==> src/rtl/priv_1_12_pma_regions_pkg.sv <==
// Package pma_types_1_12_pkg: PMA attribute types shared by the region checker.
//  - pma_cfg_t         : 12-bit attribute word {AccWidth, Rsrv, MemType, Cacheable,
//                        Idempotent, AMO, Coherent, R, W, X}
//  - pma_region_cfg_t  : per-region control {L, EN, pma_cfg_t}
//  - pma_fault_cause_t : fault record cause code (1=load, 2=store, 3=fetch)
//  - CSR page/address constants, ROM/RAM/IO/NONE attribute constants
//  - helpers: WARL legalisation, access-fault test, reset region map
package pma_types_1_12_pkg;

  typedef enum logic [1:0] {
    ByteAcc      = 2'b00,
    HalfAcc      = 2'b01,
    WordAcc      = 2'b10,
    AccWidthRsrv = 2'b11
  } pma_accwidth_t;

  typedef enum logic [1:0] {
    RsrvNone        = 2'b00,
    RsrvNonEventual = 2'b01,
    RsrvEventual    = 2'b10,
    RsrvReserved    = 2'b11
  } pma_rsrv_t;

  typedef struct packed {
    pma_accwidth_t AccWidth;
    pma_rsrv_t     Rsrv;
    logic          MemType;
    logic          Cacheable;
    logic          Idempotent;
    logic          AMO;
    logic          Coherent;
    logic          R;
    logic          W;
    logic          X;
  } pma_cfg_t;

  typedef struct packed {
    logic     L;
    logic     EN;
    pma_cfg_t cfg;
  } pma_region_cfg_t;

  typedef enum logic [1:0] {
    FAULT_NONE  = 2'd0,
    FAULT_LOAD  = 2'd1,
    FAULT_STORE = 2'd2,
    FAULT_FETCH = 2'd3
  } pma_fault_cause_t;

  localparam logic [7:0]  PMA_CFG_PAGE   = 8'hBC;
  localparam logic [7:0]  PMA_BASE_PAGE  = 8'hBD;
  localparam logic [7:0]  PMA_LIMIT_PAGE = 8'hBE;
  localparam logic [7:0]  PMA_FAULT_PAGE = 8'hBF;
  localparam logic [11:0] PMA_FAULT_ADDR_CSR  = 12'hBF0;
  localparam logic [11:0] PMA_FAULT_CAUSE_CSR = 12'hBF1;
  localparam logic [11:0] PMA_FAULT_COUNT_CSR = 12'hBF2;

  localparam pma_cfg_t PMA_CFG_ROM  = pma_cfg_t'(12'h8E5); // word, cached, R X
  localparam pma_cfg_t PMA_CFG_RAM  = pma_cfg_t'(12'h8FF); // word, cached, AMO, R W X
  localparam pma_cfg_t PMA_CFG_IO   = pma_cfg_t'(12'h806); // word, uncached, R W
  localparam pma_cfg_t PMA_CFG_NONE = pma_cfg_t'(12'h000); // no permissions

  // Reserved encodings are mapped to a legal value on write.
  function automatic pma_cfg_t pma_cfg_warl(input logic [11:0] raw);
    pma_cfg_t c;
    c = pma_cfg_t'(raw);
    c.Rsrv     = (c.Rsrv == RsrvReserved) ? RsrvNone : c.Rsrv;
    c.AccWidth = (c.AccWidth == AccWidthRsrv) ? WordAcc : c.AccWidth;
    return c;
  endfunction

  function automatic logic pma_access_fault(input logic req, input logic perm,
                                            input logic [1:0] width,
                                            input pma_accwidth_t max_width);
    return req && (!perm || (width > max_width));
  endfunction

  function automatic pma_region_cfg_t pma_reset_cfg(input int idx);
    case (idx)
      0:       return '{L: 1'b0, EN: 1'b1, cfg: PMA_CFG_ROM};
      1:       return '{L: 1'b0, EN: 1'b1, cfg: PMA_CFG_RAM};
      2:       return '{L: 1'b0, EN: 1'b1, cfg: PMA_CFG_IO};
      default: return '{L: 1'b0, EN: 1'b0, cfg: PMA_CFG_NONE};
    endcase
  endfunction

  function automatic logic [31:0] pma_reset_base(input int idx);
    case (idx)
      1:       return 32'h1000_0000;
      2:       return 32'h8000_0000;
      default: return 32'h0000_0000;
    endcase
  endfunction

  function automatic logic [31:0] pma_reset_limit(input int idx);
    case (idx)
      0:       return 32'h0FFF_FFFF;
      1:       return 32'h7FFF_FFFF;
      2:       return 32'hFFFF_FFFF;
      default: return 32'h0000_0000;
    endcase
  endfunction

endpackage

==> src/rtl/priv_1_12_pma_regions_if.sv <==
// CSR-side bus of the PMA region checker (priv_ext_if style).
//  csr_addr/csr_active/value_in : request from the CSR unit (master)
//  value_out/ack/invalid_csr    : response from the PMA block (slave)
interface priv_1_12_pma_regions_if;
  logic [11:0] csr_addr;
  logic        csr_active;
  logic [31:0] value_in;
  logic [31:0] value_out;
  logic        ack;
  logic        invalid_csr;

  modport master (output csr_addr, csr_active, value_in,
                  input  value_out, ack, invalid_csr);
  modport slave  (input  csr_addr, csr_active, value_in,
                  output value_out, ack, invalid_csr);
endinterface

==> src/rtl/priv_1_12_pma_match.sv <==
// One region compare: hit when the region is enabled and
// base <= addr <= limit (all in granule units). limit < base never hits.
//  en, base, limit : region state
//  addr            : address granule under test
//  hit             : region matches
module priv_1_12_pma_match #(
  parameter int AW = 20
) (
  input  logic          en,
  input  logic [AW-1:0] base,
  input  logic [AW-1:0] limit,
  input  logic [AW-1:0] addr,
  output logic          hit
);
  assign hit = en && (base <= addr) && (addr <= limit);
endmodule

==> src/rtl/priv_1_12_pma_regions.sv <==
// Programmable PMA checker: NREGIONS base/limit regions, lowest matching
// index wins, unmatched accesses see the NONE attributes and fault.
// Ports:
//  CLK, nRST                      clock, async active-low reset
//  csr_if (slave)                 CSR access: cfg 0xBC0+n, base 0xBD0+n,
//                                 limit 0xBE0+n, fault addr/cause/count 0xBF0-2
//  daddr/iaddr, ren/wen/xen       data/instruction access requests
//  d_acc_width/i_acc_width        00 byte, 01 half, 10 word
//  pma_l/s/i_fault                one-cycle registered fault pulses
//  fault_pend                     sticky fault record holds an entry
// Build option: PMA_FAULT_COUNT_EN adds a 16-bit saturating fault counter at 0xBF2.
module priv_1_12_pma_regions
  import pma_types_1_12_pkg::*;
#(
  parameter int NREGIONS  = 8,
  parameter int GRAN_LOG2 = 12
) (
  input  logic                    CLK,
  input  logic                    nRST,
  priv_1_12_pma_regions_if.slave  csr_if,
  input  logic [31:0]             daddr,
  input  logic [31:0]             iaddr,
  input  logic                    ren,
  input  logic                    wen,
  input  logic                    xen,
  input  logic [1:0]              d_acc_width,
  input  logic [1:0]              i_acc_width,
  output logic                    pma_l_fault,
  output logic                    pma_s_fault,
  output logic                    pma_i_fault,
  output logic                    fault_pend
);
  localparam int GW = 32 - GRAN_LOG2;

  typedef enum logic {REC_IDLE, REC_HELD} rec_state_t;

  pma_region_cfg_t  cfg_r   [NREGIONS];
  logic [GW-1:0]    base_r  [NREGIONS];
  logic [GW-1:0]    limit_r [NREGIONS];
  logic [NREGIONS-1:0] d_hit_s, i_hit_s;
  pma_cfg_t         dcfg_s, icfg_s;
  logic             l_flag_s, s_flag_s, i_flag_s, any_fault_s;
  logic             l_raw_s, s_raw_s, i_raw_s;
  pma_fault_cause_t cause_s, rec_cause_r;
  logic [31:0]      fault_addr_s, rec_addr_r, rdata_s, count_rd_s;
  rec_state_t       state_r, next_s;
  logic             capture_s, clear_s;
  logic [7:0]       page_s;
  logic [3:0]       idx_s;
  logic             region_page_s, idx_ok_s;
  logic             unused_s;

  assign page_s        = csr_if.csr_addr[11:4];
  assign idx_s         = csr_if.csr_addr[3:0];
  assign idx_ok_s      = int'(idx_s) < NREGIONS;
  assign region_page_s = (page_s == PMA_CFG_PAGE) || (page_s == PMA_BASE_PAGE) ||
                         (page_s == PMA_LIMIT_PAGE);
  assign csr_if.ack    = region_page_s ||
                         ((page_s == PMA_FAULT_PAGE) && (idx_s <= 4'd2));
  assign csr_if.invalid_csr = region_page_s && !idx_ok_s;
  assign csr_if.value_out   = rdata_s;
  assign clear_s = csr_if.csr_active && (csr_if.csr_addr == PMA_FAULT_CAUSE_CSR);
  assign unused_s = ^{csr_if.value_in, daddr, iaddr};

  for (genvar g = 0; g < NREGIONS; g++) begin : g_region
    priv_1_12_pma_match #(.AW(GW)) u_dmatch (
      .en(cfg_r[g].EN), .base(base_r[g]), .limit(limit_r[g]),
      .addr(daddr[31:GRAN_LOG2]), .hit(d_hit_s[g]));
    priv_1_12_pma_match #(.AW(GW)) u_imatch (
      .en(cfg_r[g].EN), .base(base_r[g]), .limit(limit_r[g]),
      .addr(iaddr[31:GRAN_LOG2]), .hit(i_hit_s[g]));
  end

  // Region registers: reset map, locked regions ignore writes.
  always_ff @(posedge CLK, negedge nRST) begin
    if (!nRST) begin
      for (int i = 0; i < NREGIONS; i++) begin
        cfg_r[i]   <= pma_reset_cfg(i);
        base_r[i]  <= GW'(pma_reset_base(i) >> GRAN_LOG2);
        limit_r[i] <= GW'(pma_reset_limit(i) >> GRAN_LOG2);
      end
    end else begin
      for (int i = 0; i < NREGIONS; i++) begin
        if (csr_if.csr_active && (idx_s == 4'(i)) && !cfg_r[i].L) begin
          case (page_s)
            PMA_CFG_PAGE:   cfg_r[i] <= '{L: csr_if.value_in[31], EN: csr_if.value_in[30],
                                          cfg: pma_cfg_warl(csr_if.value_in[11:0])};
            PMA_BASE_PAGE:  base_r[i]  <= csr_if.value_in[GW-1:0];
            PMA_LIMIT_PAGE: limit_r[i] <= csr_if.value_in[GW-1:0];
            default:        cfg_r[i]   <= cfg_r[i];
          endcase
        end else begin
          cfg_r[i] <= cfg_r[i];
        end
      end
    end
  end

  // Attribute lookup: iterate high to low so the lowest hit is left standing.
  always_comb begin
    dcfg_s = PMA_CFG_NONE;
    icfg_s = PMA_CFG_NONE;
    for (int i = NREGIONS - 1; i >= 0; i--) begin
      dcfg_s = d_hit_s[i] ? cfg_r[i].cfg : dcfg_s;
      icfg_s = i_hit_s[i] ? cfg_r[i].cfg : icfg_s;
    end
  end

  // Fault detection with load > store > fetch priority.
  always_comb begin
    l_raw_s  = pma_access_fault(ren, dcfg_s.R, d_acc_width, dcfg_s.AccWidth);
    s_raw_s  = pma_access_fault(wen, dcfg_s.W, d_acc_width, dcfg_s.AccWidth);
    i_raw_s  = pma_access_fault(xen, icfg_s.X, i_acc_width, icfg_s.AccWidth);
    l_flag_s = l_raw_s;
    s_flag_s = s_raw_s && !l_raw_s;
    i_flag_s = i_raw_s && !l_raw_s && !s_raw_s;
    any_fault_s  = l_raw_s || s_raw_s || i_raw_s;
    cause_s      = FAULT_NONE;
    fault_addr_s = 32'h0;
    if (l_flag_s) begin
      cause_s = FAULT_LOAD;  fault_addr_s = daddr;
    end else if (s_flag_s) begin
      cause_s = FAULT_STORE; fault_addr_s = daddr;
    end else if (i_flag_s) begin
      cause_s = FAULT_FETCH; fault_addr_s = iaddr;
    end else begin
      cause_s = FAULT_NONE;  fault_addr_s = 32'h0;
    end
  end

  // Registered fault pulses.
  always_ff @(posedge CLK, negedge nRST) begin
    if (!nRST) begin
      pma_l_fault <= 1'b0;
      pma_s_fault <= 1'b0;
      pma_i_fault <= 1'b0;
    end else begin
      pma_l_fault <= l_flag_s;
      pma_s_fault <= s_flag_s;
      pma_i_fault <= i_flag_s;
    end
  end

  // Fault record next state: a clear in the same cycle as a fault re-captures.
  always_comb begin
    next_s    = state_r;
    capture_s = 1'b0;
    case (state_r)
      REC_IDLE: begin
        capture_s = any_fault_s;
        next_s    = any_fault_s ? REC_HELD : REC_IDLE;
      end
      REC_HELD: begin
        capture_s = any_fault_s && clear_s;
        next_s    = (clear_s && !any_fault_s) ? REC_IDLE : REC_HELD;
      end
      default: begin
        capture_s = 1'b0;
        next_s    = REC_IDLE;
      end
    endcase
  end

  // Fault record state and captured address/cause.
  always_ff @(posedge CLK, negedge nRST) begin
    if (!nRST) begin
      state_r     <= REC_IDLE;
      rec_addr_r  <= 32'h0;
      rec_cause_r <= FAULT_NONE;
    end else begin
      state_r <= next_s;
      if (capture_s) begin
        rec_addr_r  <= fault_addr_s;
        rec_cause_r <= cause_s;
      end else if (clear_s) begin
        rec_cause_r <= FAULT_NONE;
      end else begin
        rec_cause_r <= rec_cause_r;
      end
    end
  end

  assign fault_pend = (state_r == REC_HELD);

`ifdef PMA_FAULT_COUNT_EN
  logic [15:0] count_r;
  // Saturating fault counter; a CSR write in the same cycle takes precedence.
  always_ff @(posedge CLK, negedge nRST) begin
    if (!nRST) begin
      count_r <= 16'h0;
    end else if (csr_if.csr_active && (csr_if.csr_addr == PMA_FAULT_COUNT_CSR)) begin
      count_r <= csr_if.value_in[15:0];
    end else if (any_fault_s && (count_r != 16'hFFFF)) begin
      count_r <= count_r + 16'd1;
    end else begin
      count_r <= count_r;
    end
  end
  assign count_rd_s = {16'h0, count_r};
`else
  assign count_rd_s = 32'h0;
`endif

  // CSR read mux, combinational from csr_addr.
  always_comb begin
    rdata_s = 32'h0;
    for (int i = 0; i < NREGIONS; i++) begin
      if (idx_s == 4'(i)) begin
        case (page_s)
          PMA_CFG_PAGE:   rdata_s = {cfg_r[i].L, cfg_r[i].EN, 18'h0, cfg_r[i].cfg};
          PMA_BASE_PAGE:  rdata_s = 32'(base_r[i]);
          PMA_LIMIT_PAGE: rdata_s = 32'(limit_r[i]);
          default:        rdata_s = rdata_s;
        endcase
      end else begin
        rdata_s = rdata_s;
      end
    end
    case (csr_if.csr_addr)
      PMA_FAULT_ADDR_CSR:  rdata_s = rec_addr_r;
      PMA_FAULT_CAUSE_CSR: rdata_s = {30'h0, rec_cause_r};
      PMA_FAULT_COUNT_CSR: rdata_s = count_rd_s;
      default:             rdata_s = rdata_s;
    endcase
  end

endmodule

==> src/flat_wrapper.sv <==
// flat-port wrapper written by rule: the top's interface ports become plain ports
module priv_1_12_pma_regions_flat import pma_types_1_12_pkg::*;
#(
  parameter int NREGIONS  = 8,
  parameter int GRAN_LOG2 = 12
)
  (CLK, nRST, daddr, iaddr, ren, wen, xen, d_acc_width, i_acc_width, pma_l_fault, pma_s_fault, pma_i_fault, fault_pend, csr_if_csr_addr, csr_if_csr_active, csr_if_value_in, csr_if_value_out, csr_if_ack, csr_if_invalid_csr);
  priv_1_12_pma_regions_if csr_if_i ();
  input  logic CLK;
  input  logic nRST;
  input  logic [31:0] daddr;
  input  logic [31:0] iaddr;
  input  logic ren;
  input  logic wen;
  input  logic xen;
  input  logic [1:0] d_acc_width;
  input  logic [1:0] i_acc_width;
  output logic pma_l_fault;
  output logic pma_s_fault;
  output logic pma_i_fault;
  output logic fault_pend;
  input wire logic [$bits(csr_if_i.csr_addr)-1:0] csr_if_csr_addr;
  input wire logic [$bits(csr_if_i.csr_active)-1:0] csr_if_csr_active;
  input wire logic [$bits(csr_if_i.value_in)-1:0] csr_if_value_in;
  output wire logic [$bits(csr_if_i.value_out)-1:0] csr_if_value_out;
  output wire logic [$bits(csr_if_i.ack)-1:0] csr_if_ack;
  output wire logic [$bits(csr_if_i.invalid_csr)-1:0] csr_if_invalid_csr;
  assign csr_if_i.csr_addr = csr_if_csr_addr;
  assign csr_if_i.csr_active = csr_if_csr_active;
  assign csr_if_i.value_in = csr_if_value_in;
  assign csr_if_value_out = csr_if_i.value_out;
  assign csr_if_ack = csr_if_i.ack;
  assign csr_if_invalid_csr = csr_if_i.invalid_csr;
  priv_1_12_pma_regions #(.NREGIONS(NREGIONS), .GRAN_LOG2(GRAN_LOG2)) u_core (.CLK(CLK), .nRST(nRST), .csr_if(csr_if_i), .daddr(daddr), .iaddr(iaddr), .ren(ren), .wen(wen), .xen(xen), .d_acc_width(d_acc_width), .i_acc_width(i_acc_width), .pma_l_fault(pma_l_fault), .pma_s_fault(pma_s_fault), .pma_i_fault(pma_i_fault), .fault_pend(fault_pend));
endmodule
==> config.mk <==
export PLATFORM = sky130hd
export DESIGN_NAME = priv_1_12_pma_regions_flat
export DESIGN_NICKNAME = d
export VERILOG_FILES = /design/src/rtl/priv_1_12_pma_regions_pkg.sv /design/src/rtl/priv_1_12_pma_regions_if.sv /design/src/rtl/priv_1_12_pma_match.sv /design/src/rtl/priv_1_12_pma_regions.sv /design/src/flat_wrapper.sv
export SDC_FILE = /design/constraint.sdc
export NUM_CORES = 2
export LEC_CHECK = 0
export ABC_CLOCK_PERIOD_IN_PS = 6080
export BUFFER_PORTS_ARGS = -buffer_cell sky130_fd_sc_hd__buf_2
export CORE_UTILIZATION = 25
export DETAILED_ROUTE_END_ITERATION = 10
export GPL_ROUTABILITY_DRIVEN = 1
export PLACE_DENSITY_LB_ADDON = 0.25
export SYNTH_ARGS = -nofsm -noshare
export SYNTH_HDL_FRONTEND = slang
export SYNTH_HIERARCHICAL = 1
export SYNTH_SLANG_ARGS = --single-unit
==> constraint.sdc <==
create_clock -name CLK -period 6.08 [get_ports CLK]
set_input_delay 0.304 -clock CLK [delete_from_list [all_inputs] [get_ports CLK]]
set_output_delay 0.304 -clock CLK [all_outputs]
set_load 0.03 [all_outputs]
==> run_results.csv <==
group,metric,value,unit
status,outcome,"completed",
sta,fmaxAchievable,169,MHz
clock_network,cts_tree,"done",
clock_network,insertion_delay,0.71,ns
setup_path,crit_slowest_cell,"a221o_1",
power_and_ir_drop,p_total,8.34,mW
die,coreArea,157000,um^2
setup_path,r2r_start,"u_core/base_r[27]",
setup_path,reg2reg_to,"u_core/rec_addr_r[24]",
setup_path,ff2ff_path_depth,23,
sta,skew,0.0448,ns
clock_network,clock-root-buffer,"clkbuf_16",
sta,final-hold-violation-count,0,
setup_path,path_class,"reg -> reg",
grt,overflow,0,
sta,slew_violations,0,
die,die_h,401,um
setup_path,cp.arrival,6.46,ns
sta,finalSetupViolations,0,
sta,max_slew_margin,13.3,%
worst_hold_path,min_to,"u_core/cfg_r[96]",
run,max-cap-violations,0,
die,die_w,401,um
clock_network,path_clk_slew,0.06,ns
yosys,ys_warn_count,6,
setup_path,crit_chain,"ha_1 -> a21oi_2 -> o21ai_1 -> a221o_1 -> a2111oi_2 -> o221a_2 -> nand3b_1 -> a21oi_1 -> a21oi_1 -> o21ai_0 -> a221oi_1 -> nor3_1 -> a21oi_1 -> ha_1 -> nor2b_1 -> a2bb2oi_1 -> o21ai_0 -> o31a_1 -> buf_4 -> nand3_2 -> buf_12 -> o22ai_1 -> a2bb2oi_1",
final_layout,final_cells,6489,
sta,timing.final.crit_share,97.1,%
worst_hold_path,min_from,"csr_if_value_in[30]",
setup_path,cp_num_buf_inv,2,
power_and_ir_drop,p_switching,2.43,mW
power_and_ir_drop,combPwrFrac,13.8,%
yosys,yosysMostFrequentCell,"inv_1",
setup_path,cp_max_fo,13,
yosys,avgSynthCellArea,9.47,um^2
setup_path,worstPathRequired,6.64,ns
setup_path,critPathTopFamily,"compound AO/OA/AOI/OAI gates",
grt,grtUsageTotal,19.0,%
route,drc,0,
route,ant_nets,0,
yosys,async_flop_share,100,%
clock_network,h-tree-depth,2,
setup_path,critical_path.max_stage_delay,0.49,ns
power_and_ir_drop,swShare,29.1,%
yosys,synth_top_flop_cell,"dfrtp_1",
sta,hold_ws,0.0545,ns
clock_network,numCtsBuffers,61,
route,drt-initial-drc-count,2751,
power_and_ir_drop,max-vdd-ir-drop,0.241,mV
route,wl,157000,um
grt,grt_pass1_wl,226000,um
grt,antenna_found_initial,15,
die,rows,145,
sta,fin_setup_tns,0,ns
final_layout,final_cell_area,45800,um^2
placement,place_hpwl,122000,um
placement,place_congestion,0.897,
power_and_ir_drop,clkPwrFrac,47.7,%
sta,rsz0062_at_grt,"false",
worst_hold_path,hold_depth,2,
final_layout,fin_nets,5138,
die,io_pins,156,
grt,grt_max_degree,136,
final_layout,drive_gt1_share,22.7,%
setup_path,cp-startpoint,"u_core/base_r[27]",
placement,port_buffers,145,
power_and_ir_drop,p_leak,21.7,nW
yosys,synthCells,4198,
setup_path,rrSetupSlack,0.18,ns
sta,max_slew.worst_pin.slew,1.30,ns
grt,first_global_vias,31964,
power_and_ir_drop,p_int,5.91,mW
final_layout,syn_to_final_growth,15.2,%
clock_network,cts.path.max_buffers,3,
yosys,synth_nets,4960,
die,initial_core_util,25.3,%
worst_hold_path,min_path_type,"in -> reg",
route,viasPerCell,5.14,
setup_path,end_kind,"flip-flop",
placement,dp.cells,6342,
yosys,ys_seq_area_share,29.8,%
power_and_ir_drop,seqPwrFrac,38.5,%
yosys,synth_area,39700,um^2
sta,fin_crit,5.90,ns
route,firstDrtPassIters,7,
die,die_area,161000,um^2
yosys,synth_common_cells,"inv_1, ha_1, mux2_2",
yosys,synth-edff-count,0,
route,num_vias,33350,
route,wire_per_inst,24.2,um
setup_path,crit_path_start_kind,"flip-flop",
yosys,synth_top_area_share,24.7,%
power_and_ir_drop,pwr_density_cell,182,nW/um^2
yosys,synth.distinct_cells,66,
yosys,synthTopCellsByArea,"dfrtp_1, ha_1, mux2_2",
clock_network,cts.sinks,470,
placement,place_area,43300,um^2
setup_path,critPathMostFrequentCell,"a21oi_1",
yosys,synth-seq-cells,470,
yosys,yosys.area.top_type,"dfrtp_1",
## metal layers
| metal | GRT usage, % | vias to the layer above | routed length, um |
|---|---|---|---|
| li1 | - | 15485 | - |
| met1 | 28.4 | 16702 | 77600 |
| met2 | 28.0 | 934 | 65400 |
| met3 | 2.53 | 217 | 9160 |
| met4 | 5.85 | 12 | 4820 |
| met5 | 0 | - | 69 |
## cell usage in the layout, fill, tap and decap left out, types with 27 or more instances in the layout
cell type	count
dfstp_2	78
nor2b_1	42
a2bb2oi_1	32
a2111oi_2	32
a221oi_1	27
a22oi_1	35
ha_1	644
nand4_1	114
buf_2	142
mux2i_1	88
clkbuf_16	62
nor2_1	113
o22ai_1	58
o211ai_1	34
dfrtp_1	392
nand3_1	107
a21oi_2	48
mux2_2	407
buf_4	107
a221o_1	36
a21o_1	64
o21ai_0	144
inv_1	686
a21oi_1	294
nand2_1	234
## power by group through the flow
| stage | registers, mW | clock network [mW] | logic (mW) |
|---|---|---|---|
| 2_1_floorplan | 3.25 | 0 | 0.581 |
| 3_3_place_gp | 3.27 | 0 | 1.11 |
| 3_5_place_dp | 3.27 | 0 | 1.13 |
| 4_1_cts | 3.21 | 4.07 | 1.15 |
| 5_1_grt | 3.22 | 4.18 | 1.26 |
| 6_report | 3.21 | 3.97 | 1.15 |
## kinds of logic (layout without fill, tap and decap cells)
| family | count (synthesis) | after routing | share of synthesized area [%] |
|---|---|---|---|
| AOI/OAI and AO/OA | 959 | 960 | 17.3 |
| buffers and inverters | 857 | 1086 | 8.35 |
| and+or+nand+nor | 766 | 766 | 10.2 |
| adders and majority gates | 644 | 644 | 20.3 |
| muxes | 502 | 502 | 14.0 |
| DFF | 470 | 470 | 29.8 |
| other | 0 | 3 | 0 |
## final cells by class
class	count	area (um^2)
clock buffers	91	1810
diodes	3	7.51
well taps	2058	2570
multi-input cells	2872	24600
fillers	16556	111000
repair buffers	285	1960
flip-flops and latches	470	11900
inverters	686	2570
clock inverters	24	367
## repair_timing
action                                  in CTS  in global routing
gates resized for setup                      0                  3
hold endpoints to repair                    82                  0
hold buffers                                25                  0
setup buffers                                0                  3
endpoints found under the setup margin       0                 17
## sequential cells by signal (all words and copies together), names as in the netlist
| register | flops |
|---|---|
| u_core/base_r | 160 |
| u_core/cfg_r | 112 |
| u_core/fault_pend | 1 |
| u_core/limit_r | 160 |
| u_core/pma_i_fault | 1 |
| u_core/pma_l_fault | 1 |
| u_core/pma_s_fault | 1 |
| u_core/rec_addr_r | 32 |
| u_core/rec_cause_r | 2 |
## per-stage QoR
step | setup WS, ns | utilization, %
floorplan | 1.63 | -
global placement | -0.0107 | 27.6
finish | 0.177 | 29.2
detailed placement | -0.0454 | 27.6
global route | 0.0142 | 29.2
CTS | 0.0947 | 29.2
## worst max path at each step
stage | slack [ns] | cells past startpoint | to
global placement | -0.01 | 25 | u_core/rec_addr_r[14]
global route | 0.01 | 23 | u_core/rec_addr_r[13]
finish | 0.18 | 23 | u_core/rec_addr_r[24]
detailed placement | -0.05 | 25 | u_core/rec_addr_r[13]
floorplan | 1.63 | 23 | u_core/rec_addr_r[10]
CTS | 0.09 | 22 | u_core/rec_addr_r[13]
Note: power is estimated with default switching activity, not from simulation.
